==> src/rtl/polar_encode_pipe.sv <==
// Pipelined polar encoder: x = (u & ~frozen) * F^(kron log2 N), one butterfly stage per register.
// Define POLAR_BIT_REVERSE_EN to present x in bit-reversed index order.
module polar_encode_pipe #(
    parameter int N = 8
) (
    input  logic         clk,
    input  logic         rst,
    input  logic         in_valid,
    output logic         in_ready,
    input  logic [N-1:0] u,
    input  logic [N-1:0] frozen,
    output logic         out_valid,
    input  logic         out_ready,
    output logic [N-1:0] x,
    output logic         busy,
    output logic [15:0]  block_count
);

    localparam int LOG2N = $clog2(N);

    logic [N-1:0]     v_q    [LOG2N];
    logic [N-1:0]     stg_in [LOG2N];
    logic [N-1:0]     nxt    [LOG2N];
    logic [LOG2N-1:0] vld_q;
    logic             advance;
    logic [N-1:0]     x_nat;

    assign out_valid = vld_q[LOG2N-1];
    assign advance   = out_ready | ~out_valid;
    assign in_ready  = advance;
    assign busy      = |vld_q;
    assign x_nat     = v_q[LOG2N-1];

    // Stage s folds the upper half of each 2^(s+1) group into the lower half.
    always_comb begin
        stg_in[0] = u & ~frozen;
        for (int s = 1; s < LOG2N; s++) begin
            stg_in[s] = v_q[s-1];
        end
        for (int s = 0; s < LOG2N; s++) begin
            nxt[s] = stg_in[s];
            for (int i = 0; i < N; i++) begin
                if (((i >> s) & 1) == 0) begin
                    nxt[s][i] = stg_in[s][i] ^ stg_in[s][i | (1 << s)];
                end
            end
        end
    end

    always_ff @(posedge clk or posedge rst) begin
        if (rst) begin
            for (int s = 0; s < LOG2N; s++) begin
                v_q[s] <= '0;
            end
            vld_q       <= '0;
            block_count <= '0;
        end else begin
            if (advance) begin
                for (int s = 0; s < LOG2N; s++) begin
                    v_q[s] <= nxt[s];
                end
                vld_q[0] <= in_valid;
                for (int s = 1; s < LOG2N; s++) begin
                    vld_q[s] <= vld_q[s-1];
                end
            end
            if (out_valid && out_ready) begin
                block_count <= block_count + 16'd1;
            end
        end
    end

`ifdef POLAR_BIT_REVERSE_EN
    function automatic int bitrev(input int i);
        int r;
        r = 0;
        for (int b = 0; b < LOG2N; b++) begin
            if (((i >> b) & 1) != 0) begin
                r = r | (1 << (LOG2N - 1 - b));
            end
        end
        return r;
    endfunction

    always_comb begin
        x = '0;
        for (int i = 0; i < N; i++) begin
            x[bitrev(i)] = x_nat[i];
        end
    end
`else
    assign x = x_nat;
`endif

endmodule

==> config.mk <==
export PLATFORM = sky130hd
export DESIGN_NAME = polar_encode_pipe
export DESIGN_NICKNAME = d
export VERILOG_FILES = /design/src/rtl/polar_encode_pipe.sv
export SDC_FILE = /design/constraint.sdc
export NUM_CORES = 1
export LEC_CHECK = 0
export CAP_MARGIN = 5
export CORE_ASPECT_RATIO = 1.2
export CORE_MARGIN = 5
export CORE_UTILIZATION = 52
export CTS_CLUSTER_DIAMETER = 120
export DETAILED_ROUTE_END_ITERATION = 7
export PLACE_DENSITY = 0.92
export SETUP_SLACK_MARGIN = 0.3
export SLEW_MARGIN = 20
export SYNTH_ARGS = -nofsm -noshare
export SYNTH_HDL_FRONTEND = slang
export SYNTH_SLANG_ARGS = --single-unit
export TNS_END_PERCENT = 10
==> constraint.sdc <==
create_clock -name clk -period 2.7 [get_ports clk]
set_input_delay 0.675 -clock clk [delete_from_list [all_inputs] [get_ports clk]]
set_output_delay 0.675 -clock clk [all_outputs]
set_load 0.1 [all_outputs]
Word level (Yosys, flattened, before mapping)

Index checks and enable logic that the tools add are counted.

Register bits: 43
Input bits: 20
Output and inout bits: 27
Logic and storage cells: 24

Add/sub/neg operators: 1
Bitwise operators: 16
Reduce and logical (&&, ||, !) cells: 2

Operator list:

| operator                | count |
|---|---|
| $add A16 B1 Y16 const B | 1 |
| $xor A1 B1 Y1           | 12 |
| $and A8 B8 Y8           | 1 |
| $not A8 Y8              | 1 |
| $reduce_or A3 Y1        | 1 |
| $logic_and A1 B1 Y1     | 1 |
| $not A1 Y1              | 1 |
| $or A1 B1 Y1            | 1 |

Longest topological paths before layout

Gate-level depths: netlist (run 1).

Word-level depth: 3
Gate-level depth with buffers: 5
Mapped depth without buffers: 5

Least setup slack after synthesis (run 1)

OpenSTA, ideal clock, no wires.

Path type: reg-to-output
From: register vld_q[2]
To: output port in_ready
Arrival: 2.405 ns
Data required time: 2.025 ns
Setup slack: -0.380 ns
Cell stages (with the launch flop): 4
Buffers on the path: 2
Cell sequence: dfrtp_1 nand2b_1 buf_1 clkbuf_1

Longest elaborated chain between the ends: 2

RTL lines:

| element                          | RTL line | text |
|---|---|---|
| start: declaration               | 24       | `logic [LOG2N-1:0] vld_q;` |
| start signal: indexed assignment | 64       | `vld_q[s] <= vld_q[s-1];` |
| $not A1 Y1                       | 29       | `assign advance = out_ready \| ~out_valid;` |
| $or A1 B1 Y1                     | 29       |  |
| end: declaration                 | 9        | `output logic in_ready,` |

Every way passes these cells.

Worst setup path in the final report (run 1)

From: input port out_ready
To: output port in_ready

Longest elaborated chain between the ends: 1

RTL lines:

| element            | RTL line | text |
|---|---|---|
| start: declaration | 13       | `input logic out_ready,` |
| $or A1 B1 Y1       | 29       |  |

Every way passes these cells.

==> run summary, run 1 <==
The run finished with clean final reports. Headroom to the max-slew limit came out at roughly two thirds. The clock root buffer master is sky130_fd_sc_hd__clkbuf_8. The quantity of gates resized following cts came out at 0. The number of violations of the max-capacitance limit came out at 0. The largest individual stage delay along the critical path comes from the cell sky130_fd_sc_hd__clkdlybuf4s50_1.

The placer's final routability congestion estimate is 0.780. Adding up every negative setup slack in the final design gives 0 ns. The hold slack is 0.470 ns. The number of hold buffers added after CTS was 0.

Summing all placed instances gives a cell area of 2290 um2. 47 I/O pins were placed. The number of buffers inserted to repair setup after CTS is 0. The number of antenna violations at the first check in global routing came out at 0. The clock-pin slew on the worst setup and hold paths is 0.08 ns. After global routing the overflow that remains totals 0. The maximum clock skew at final layout is between 0.007 and 0.008 ns. The area of all placed cells without fillers is 2370 um2.

The synthesized area came out at 1840 um2. The class of the tightest hold or removal check is reg2reg. The die is 64.2 um wide. The xor/xnor cell area share of the yosys netlist came out at between 10% and 20%. Clock latency on the worst-skew pair, taken at its later pin, is 0.29 ns. The number of warnings reported in the yosys synthesis log came out at 0. The setup violation total in the final timing report came out at 0. The floorplan has 23 rows. The average instance area after synthesis came out at roughly 12 um2. The routed via count is 1,261. Cells fill a little over 70% of the core in the end. The final-report max-slew violation count was 0.

In this run the remaining antenna-violating nets after routing total 0. At the pin with the least slew margin, the transition time is 0.518 ns. The final wirelength is 3550 um. The data arrival time at the worst-slack endpoint is 1.60 ns. The net total in the final layout came out at 226. Input and output buffers added on the ports amount to 46. The largest fanout on the critical path came out at 4. On the worst path, the slowest cell contributes a delay of 0.52 ns.

The effective utilization at floorplan is 54.5%. The part of the total power dissipated in combinational logic is 50.3%. The fraction of power consumed by the clock network came out at 13.9%. The region available for standard cell placement spans 3370 um2. In this run, CTS created clock tree buffers numbering 5. The count of routing violations after the opening detailed-route iteration is 94. The count of state elements after synthesis came out at between 40 and 50. The total DRC errors in the routed layout is 0. Summing the areas of all and, or, nand and nor instances in the mapped netlist gives 13.7% of the synthesized area. The final worst-path cycle share is 84.1%.

By area, the combinational part of the netlist is dominated by simple AND/OR/NAND/NOR gates. The unique cell type count in the Yosys netlist is 23. Across the VDD grid, the largest voltage drop is 1.08 mV.

After Yosys synthesis, full adders, half adders and majority gates account for less than 1% of the synthesized area. After legalization and detailed placement, the total HPWL measured 2690 um. Counting every sink on the clock net gives 43.

The wire length of the first global-routing pass came out at 6110 um. Global routing used 16.4% of the available tracks. The largest net degree at the start of global routing came out at 44. The power per cell area is 1170 nW/um2. The switching part of the total is 50.3%.

The signal on the critical path passes through clkdlybuf4s50_1 -> nand2b_1 -> buf_12. The register share of total power is approximately 36%. Prior to clock tree synthesis, the placed netlist has a worst setup slack of 0.333 ns. The switching component of the power came out at 1390 uW. TritonCTS built the clock tree. At the worst endpoint, the required time is just over 2 ns. The worst setup path is of the in2out kind. The portion of synthesized area spent on multiplexers is under 10%. The worst path meets setup with 0.429 ns of slack.

Cell internal power was estimated by the tool at between 1000 and 1500 uW. Timing would allow up to 440 MHz. The final hold violation count was 0. The share of final-layout standard cells stronger than drive strength 1 is 27.7%. The via count of the first global-routing pass is 1,358. The worst setup path is captured at a primary output. Counting along the longest clock path gives a buffer depth of 2.

The synthesized netlist devotes under 10% of its cell area to compound gates. The net count of the mapped netlist is 175. The number of iterations in the first detailed-routing pass is 4. The post-detailed-route wirelength per cell came out at 14.6 um.

The number of H-tree levels is 2. After filler insertion, the fill cell instance count of the layout stands at about 250. The shortest period the worst path allows is 2.27 ns. The floorplan die area is 4820 um2. The critical path launch point type is an input pin. Setup repair after global routing left no endpoint under its margin. The synthesis-to-finish area growth is 29.2%.

After detailed routing, the number of vias per cell comes to between 5 and 6. The instance count of the mapped netlist is 154. The share of the Yosys chip area taken by registers is between 50 and 60%. The leakage component of the power is 0.00108 uW. The die boundary height came out at 75.1 um.

The final antenna diode count is 0.
layout by cell type, fill, tap and decap left out, types with 2 or more instances in the layout:
cell,synthesis,final
sky130_fd_sc_hd__clkdlybuf4s50_1,0,19
sky130_fd_sc_hd__clkbuf_8,0,5
sky130_fd_sc_hd__xnor2_1,21,21
sky130_fd_sc_hd__nor2_1,17,17
sky130_fd_sc_hd__nor3_1,2,2
sky130_fd_sc_hd__xor2_1,6,6
sky130_fd_sc_hd__nand2_1,4,4
sky130_fd_sc_hd__a21oi_1,12,12
sky130_fd_sc_hd__dfrtp_1,43,42
sky130_fd_sc_hd__nand3_1,5,5
sky130_fd_sc_hd__inv_1,4,4
sky130_fd_sc_hd__mux2_2,15,15
sky130_fd_sc_hd__clkinv_2,0,3
sky130_fd_sc_hd__buf_4,0,28
sky130_fd_sc_hd__nand4_1,3,3
sky130_fd_sc_hd__nor2b_1,8,8
sky130_fd_sc_hd__nand2b_1,2,2
synthesized netlist by cell type (all sizes together):
master / number / area share (%)
a21oi: 12 / 3.3
and3: 1 / 0.34
buf: 2 / 0.41
clkbuf: 2 / 0.41
dfrtp: 43 / 59
ha: 1 / 0.68
inv: 4 / 0.82
mux2: 15 / 9.2
nand2: 4 / 0.82
nand2b: 2 / 0.68
nand3: 6 / 1.9
nand4: 3 / 1.0
nor2: 17 / 3.5
nor2b: 8 / 2.7
nor3: 3 / 1.1
nor4: 1 / 0.34
or2: 1 / 0.34
or3: 1 / 0.34
or4: 1 / 0.61
xnor2: 21 / 10
xor2: 6 / 2.9
registers in the layout, summed over array words and instances (netlist names):
name,cells
nxt,8
stg_in,8
block_count,16
x,8
vld_q,3
cell type report:
type | count | area (um2) | area share, %
clock buffer | 5 | 68.8 | 2.90
clock inverter | 3 | 15.0 | 0.633
inverter | 4 | 15.0 | 0.633
multi-input combinational | 103 | 729 | 30.7
sequential | 43 | 1080 | 45.4
tap | 37 | 46.3 | 1.95
timing repair buffer | 48 | 420 | 17.7
power groups by stage:
stage	Sequential (uW)	Combinational [uW]	Clock [uW]
6_report	992	1390	384
5_1_grt	1020	1460	428
4_1_cts	992	1410	401
3_5_place_dp	1000	1400	0
3_3_place_gp	991	1380	0
2_1_floorplan	1730	355	0
metal layers:
| layer | track usage [%] | vias to the layer above | share of wire (%) |
|---|---|---|---|
| met5 | 0 | - | 0 |
| met3 | 6.57 | 3 | 9.4 |
| met4 | 5.66 | 0 | 0.68 |
| met1 | 18.0 | 592 | 39 |
| li1 | - | 612 | - |
| met2 | 28.9 | 54 | 51 |
path summary, 6_finish.rpt:
kind / start / end / slack, ns / depth (start not counted)
min reg2reg: block_count[15] / block_count[15] / 0.47 / 1
max reg2reg: block_count[3] / block_count[13] / 1.08 / 4
min: block_count[15] / block_count[15] / 0.47 / 1
min in group asynchronous: rst / block_count[5] / 0.82 / 3
max in group asynchronous: rst / vld_q[2] / 1.51 / 3
max: out_ready / in_ready / 0.43 / 3
logic make-up after synthesis:
logic type | count (synthesis)
AOI/OAI and AO/OA | 12
xor gates and xnor gates | 27
adders and majority gates | 1
buffers and inverters | 8
DFF | 43
muxes | 15
and+or+nand+nor | 48
critical path: cells and delay by family:
family | cells | cell delay, ns
buffers and inverters | 2 | 0.72
and+or+nand+nor | 1 | 0.20
per-stage QoR:
step | total power, uW | std cells
after global routing | 2910 | 243
final | 2770 | 243
after floorplan | 2090 | 154
after global placement | 2370 | 235
after CTS | 2800 | 243
after detailed placement | 2410 | 235
(Power assumes the default switching activity.)
==> inputs of run 2 (changes only) <==
--- a/config.mk
+++ b/config.mk
@@ -8,10 +8,10 @@
 export CAP_MARGIN = 5
 export CORE_ASPECT_RATIO = 1.2
 export CORE_MARGIN = 5
-export CORE_UTILIZATION = 52
+export CORE_UTILIZATION = 43
 export CTS_CLUSTER_DIAMETER = 120
 export DETAILED_ROUTE_END_ITERATION = 7
-export PLACE_DENSITY = 0.92
+export PLACE_DENSITY = 0.82
 export SETUP_SLACK_MARGIN = 0.3
 export SLEW_MARGIN = 20
 export SYNTH_ARGS = -nofsm -noshare
==> constraint.sdc (replaced) <==
create_clock -name clk -period 1.9 [get_ports clk]
set_input_delay 0.475 -clock clk [delete_from_list [all_inputs] [get_ports clk]]
set_output_delay 0.475 -clock clk [all_outputs]
set_load 0.1 [all_outputs]
==> run 2 against run 1 <==
Effect of this change:
- die area grew 18%
- setup slack got worse by 0.29 ns
- register-to-register slack worse by 0.81 ns
- cell area up 23%
- flip-flop and latch count unchanged
- via count is 4.1% higher
- largest power group unchanged
==> run summary, run 2 (synthesis results as in run 1) <==
The final HPWL from detailed placement came to 2800 um (was 2690 um). The data required time at the worst endpoint came to 1.42 ns (was 2.03 ns). The register with the most flip-flops is block_count (unchanged). The largest net degree at the start of global routing came out at 44 (unchanged). The delay of the slowest cell on the worst path was 0.47 ns (was 0.52 ns). The number of H-tree levels is 2 (unchanged). The critical path launch point type is a register (was input pin). The setup violation total in the final timing report came out at 0 (unchanged). The number of clock buffers inserted by TritonCTS is 5 (unchanged). The class of the tightest hold or removal check is in2async (was reg2reg). The setup slack of the most critical reg-to-reg path came out at 0.27 ns (was 1.08 ns). The remaining global-route overflow is 0 (unchanged). The area of the core region is 4200 um2 (was 3370 um2). The count of routing violations after the opening detailed-route iteration is 83 (was 94). The floorplan die area came out at 5680 um2 (was 4820 um2). Critical-path cell list: or3_4 -> buf_12 (was clkdlybuf4s50_1 -> nand2b_1 -> buf_12). The number of antenna violations at the first check in global routing was 0 (unchanged).

Most used cells in the layout excluding fill and tap cells: sky130_fd_sc_hd__dfrtp_1 (30), sky130_fd_sc_hd__buf_12 (29), sky130_fd_sc_hd__xnor2_1 (21) (was sky130_fd_sc_hd__dfrtp_1 (42), sky130_fd_sc_hd__buf_4 (28), sky130_fd_sc_hd__xnor2_1 (21)). The post-detailed-route wirelength per cell is 13.5 um (was 14.6 um). The data arrival time at the worst-slack endpoint was 1.29 ns (was 1.60 ns). The maximum resistive drop on vdd came out at 1.11 mV (was 1.08 mV).

The hold slack is 0.506 ns (was 0.470 ns). The clock-pin slew on the worst setup and hold paths is 0.08 ns (about the same). The transition at the pin with the smallest max-transition slack is 0.292 ns (was 0.518 ns). The kind of critical path is reg2out (was in2out).

The final-report max-slew violation count is 0 (unchanged). The master of the slowest instance on the critical path was sky130_fd_sc_hd__dfrtp_4 (was sky130_fd_sc_hd__clkdlybuf4s50_1). The depth of the most critical reg-to-reg path came out at 5 (was 4). The total DRC errors in the routed layout was 0 (unchanged). The number of vias per cell came out at 4.86 (was 5.19). The clock root buffer master is sky130_fd_sc_hd__clkbuf_8 (unchanged). The filler cell count in the final layout is 282 (was 245). Run status: completed (unchanged). The largest fanout on the critical path is 2 (was 4). The clock tree from TritonCTS is yes (unchanged).

The pre-CTS worst setup slack was -0.221 ns (was 0.333 ns). The synthesis-to-finish area growth came out at 59.6% (was 29.2%). The final antenna diode count came to 0 (unchanged). The power per cell area is 1610 nW/um2 (was 1170 nW/um2).

The total I/O pin count came out at 47 (unchanged). The placer's final routability congestion estimate came out at 0.805 (was 0.780). The via count of the first global-routing pass is 1,414 (was 1,358).

The highest clock rate came out at 567 MHz. The final wirelength is 3660 um (was 3550 um). The final setup slack of the worst path is 0.137 ns (was 0.429 ns). The effective utilization at floorplan came out at 43.7% (was 54.5%). The wire length of the first global-routing pass is 6220 um (was 6110 um). The leakage component of the power is 0.00124 uW (was 0.00108 uW). The shortest period the worst path allows is roughly 1.8 ns.

The number of violations of the max-capacitance limit is 0 (unchanged). The final antenna-violating net count came out at 0 (unchanged). The number of iterations in the first detailed-routing pass is 4 (unchanged). The final hold violation count came out at 0 (unchanged).

The overall track demand over capacity in global routing came out at 14.2% (was 16.4%). The net total in the final layout is 234 (was 226). Unrepaired setup endpoints after global routing: true (was false). The endpoint kind of the worst setup timing path is a primary output (unchanged). The share of final-layout standard cells stronger than drive strength 1 is 38.8% (was 27.7%). The final worst-path cycle share is 92.8%.

The clock latency of the later-clocked register in the worst-skew pair is 0.29 ns (about the same). The maximum clock skew at final layout is 0.00621 ns (was 0.00753 ns). The die boundary height is 81.6 um (was 75.1 um). The most frequent standard cell in the layout excluding fill and tap cells is sky130_fd_sc_hd__dfrtp_1 (unchanged). The width of the die is 69.6 um (was 64.2 um). The number of I/O port buffers was 46 (unchanged). The clock sink total is 43 (unchanged). The number of cell rows is 26 (was 23). The flip-flop count of the largest register, all copies and words added is 16 (unchanged). The routed via count came out at 1,313 (was 1,261). The normalized max-slew margin was 80.4% (was 65.5%). The number of buffers on the longest clock path came out at 2 (unchanged).
==> run 2: area by class of cell <==
type,count,area [um2],share of cell area (%)
Tap cell,56,70.1,2.39
Inverter,4,15.0,0.513
Sequential cell,43,1120,38.1
Timing Repair Buffer,56,830,28.3
Clock buffer,6,82.6,2.82
Clock inverter,2,35.0,1.20
Multi-Input combinational cell,103,779,26.6
==> run 2: power breakdown <==
| group | internal [uW] | switching (uW) | leakage (uW) | total (uW) |
|---|---|---|---|---|
| logic | 978 | 1480 | 0.000670 | 2460 |
| clock network | 425 | 292 | 0.0000612 | 717 |
| registers | 1220 | 330 | 0.000507 | 1550 |
| total | 2620 | 2100 | 0.00124 | 4730 |
==> run 2: layer usage <==
| layer | track usage, % | routed length, um | up-vias |
|---|---|---|---|
| met3 | 5.39 | 298 | 7 |
| met2 | 27.3 | 1900 | 49 |
| li1 | - | - | 626 |
| met1 | 13.9 | 1400 | 631 |
| met4 | 5.56 | 56 | 0 |
| met5 | 0 | 0 | - |
==> run 2: worst paths after layout <==
path                          start              end
min                             rst             x[6]
max in group asynchronous       rst   block_count[1]
min reg2reg                vld_q[1]         vld_q[2]
max                        vld_q[2]             busy
min in group clk           vld_q[1]         vld_q[2]
max reg2reg                vld_q[2]  block_count[15]
==> run 2: what timing repair did <==
item | CTS | global route
endpoints found under the setup margin | 16 | 7
hold buffers | 0 | 0
buffers inserted | 2 | 0
gates resized for setup | 1 | 0
==> run 2: stage by stage <==
step | utilization [%] | total power (uW) | cell area, um2 | instances | setup TNS, ns
2_1_floorplan | - | 3080 | 1950 | 154 | 0
3_5_place_dp | 66.7 | 4030 | 2800 | 260 | -1.23
3_3_place_gp | 66.7 | 3990 | 2800 | 260 | -0.555
5_1_grt | 69.8 | 4920 | 2930 | 270 | 0
6_report | 69.8 | 4730 | 2930 | 270 | 0
4_1_cts | 69.8 | 4770 | 2930 | 270 | 0
==> run 2: worst max-delay path: cells and delay by family (launching register included) <==
family	cells	cell delay (ns)
flops	1	0.47
buf+inv	1	0.17
simple gates	1	0.34
==> RTL edit, RTL diff (flow settings as in run 1) <==
Register the output `block_count` once more, with the module's reset; this adds one clock of latency there. The other outputs are not delayed to match.
--- a/src/rtl/polar_encode_pipe.sv
+++ b/src/rtl/polar_encode_pipe.sv
@@ -19,2 +19,4 @@
     localparam int LOG2N = $clog2(N);
+
+    logic [15:0] block_count_s0;
 
@@ -55,3 +57,3 @@
             vld_q       <= '0;
-            block_count <= '0;
+            block_count_s0 <= '0;
         end else begin
@@ -67,3 +69,3 @@
             if (out_valid && out_ready) begin
-                block_count <= block_count + 16'd1;
+                block_count_s0 <= block_count_s0 + 16'd1;
             end
@@ -94,2 +96,10 @@
 
+    always_ff @(posedge clk or posedge rst) begin
+        if (rst) begin
+            block_count <= '0;
+        end else begin
+            block_count <= block_count_s0;
+        end
+    end
+
 endmodule
Formal check against the unedited RTL: not equivalent (a bounded check fails within 10 cycles, from zero or initial values and one cycle with rst high).
==> RTL edit against run 1 <==
  * Sequential cell count up 16
  * Non-clock buffer count up 1
  * Setup slack better by 0.049 ns
  * Final cell count up 25%
  * Routed wire length up 5.7%
  * Critical path depth up 1
  * First-iteration DRC count down 21%
  * Total power up 24%
  * Area after synthesis up 22%
  * Cell area up 23%
  * Largest power group unchanged
==> RTL edit: results (changes against run 1) <==
GRT Total Usage: 0.149 (-0.0147)
Placed instance count: 288 (+23%)
DR vias: 1433 (+14%)
Clock latency on the worst-skew pair: 0.33 ns (+0.04 ns)
Post-Syn Instances: 188 (+22%)
Crit-path slowest cell: clkdlybuf4s50_1
Mux cell area share after synthesis: 0.0251 (-0.0669)
Worst-case vdd ir drop: 0.785 mV (-27%)
Layout cells sized above 1: 0.231 (-0.0459)
NetSw: 0.00153 W (+9.8%)
Seq/Total Area, Yosys: 0.658 (+0.0719)
Hpwl dp: 2.65 mm (-1.3%)
Worst-path maximum fanout: 4 (unchanged)
Yosys cell types: 22 (-4.3%)
Synth Area in Compound Gates: 0.0268 (-0.00595)
Ranking of synthesized cells by area: dfrtp_1 (66%), xnor2_1 (9.4%), nand2_1 (8.4%)
Number of diodes: 0 (unchanged)
Outcome: completed
Initial DRC count: 74 (-21%)
Hold Path Class: register to register
Fillers: 319 (+30%)
Top cells by count, synth: dfrtp_1 (59), nand2_1 (50), xnor2_1 (24)
Async S/R FF share, synth: 1.00 (unchanged)
Largest net degree at the start of global routing: 35 (-20%)
Final Non-Filler Cells: 303 (+25%)
Clk pin slew, worst setup/hold paths: 0.06 ns (-0.02 ns)
Largest regs: block_count (16), block_count_s0 (16)
Syn Nets: 209 (+19%)
Leak pwr: 1.39 nW (+29%)
Layout Skew: 0.00271 ns (-0.00482 ns)
Total wire length: 3.75 mm (+5.7%)
CTS Buf Count: 9 (+4)
Worst path top cell family by delay: buffers and inverters
Clk buf depth: 2 (unchanged)
Xor and xnor area share after synthesis: 0.105 (-0.0234)
First-pass GRT wire length: 6.29 mm (+2.8%)
CP peak stage delay: 0.47 ns (-0.05 ns)
Worst Path Arrival: 1.55 ns (-0.05 ns)
Dpl cell area: 2730 um2 (+19%)
H-tree depth: 3 (+1)
Nets: 264 (+17%)
RD Place Congestion: 0.778 (-0.17%)
Max transition margin: 0.614 (-0.0405)
Adder-cell area share of the yosys netlist: 0.00558 (-0.00124)
RTL edit: cell types whose count changed in the layout (fill, tap and decap cells not counted), sizes merged, moves of 9 or more:
cell	delta
clkbuf	+9
a21oi	-12
nor2	-15
nand2	+46
o21ai	+12
mux2	-10
dfrtp	+16
RTL edit: worst reg2reg max path, cell delays in order, from the launching register on:
cell	delay [ns]
dfrtp_1	0.41
ha_1	0.16
nand3_1	0.16
nor3_2	0.28
nand3_1	0.13
xnor2_1	0.14
RTL edit: path summary, 6_finish.rpt:
check                                          startpoint                        endpoint  slack, ns  cells past startpoint
max in group asynchronous                             rst   block_count_s0[1]$_DFFE_PP0P_       1.42                      3
min reg2reg                block_count_s0[15]$_DFFE_PP0P_       block_count[15]$_DFF_PP0_       0.41                      0
min in group asynchronous                             rst        block_count[8]$_DFF_PP0_       0.72                      2
max reg2reg                 block_count_s0[0]$_DFFE_PP0P_  block_count_s0[10]$_DFFE_PP0P_       1.30                      5
max                                             out_ready                        in_ready       0.48                      4
min                        block_count_s0[15]$_DFFE_PP0P_       block_count[15]$_DFF_PP0_       0.41                      0
RTL edit: final cells by class:
| class | count | area (um2) | area share |
|---|---|---|---|
| Multi-Input combinational cell | 122 | 737 | 0.252 |
| Sequential cell | 59 | 1480 | 0.504 |
| Inverter | 2 | 7.51 | 0.00256 |
| Tap cell | 56 | 70.1 | 0.0239 |
| Clock buffer | 14 | 193 | 0.0658 |
| Clock inverter | 1 | 5.00 | 0.00171 |
| Timing Repair Buffer | 49 | 440 | 0.150 |
RTL edit: power groups by stage:
stage / clock, W / sequential (W) / combinational [W]
after floorplan: 0 / 0.00201 / 0.000367
after CTS: 0.000779 / 0.00129 / 0.00142
after detailed placement: 0 / 0.00130 / 0.00141
after global routing: 0.000811 / 0.00132 / 0.00148
final: 0.000756 / 0.00129 / 0.00140
after global placement: 0 / 0.00129 / 0.00139
RTL edit: logic make-up (layout without fill, tap and decap cells):
family | Yosys count | after routing
and+or+nand+nor | 77 | 77
muxes | 5 | 5
AOI/OAI and AO/OA | 12 | 12
adders and majority gates | 1 | 1
buffers and inverters | 7 | 66
DFF | 59 | 59
xor gates and xnor gates | 27 | 27
RTL edit: metal layers:
layer  part of all wire  vias up  global-route usage
met5                  0        -                   0
met4              0.030        0              0.0862
li1                   -      711                   -
met2               0.51       44               0.262
met3              0.078        8              0.0722
met1               0.38      670               0.143
RTL edit: through the flow:
step / worst slack (ns) / total power, W
2_1_floorplan: 0.256 / 0.00238
3_3_place_gp: 0.487 / 0.00268
3_5_place_dp: 0.485 / 0.00271
4_1_cts: 0.478 / 0.00348
5_1_grt: 0.440 / 0.00361
6_report: 0.478 / 0.00344
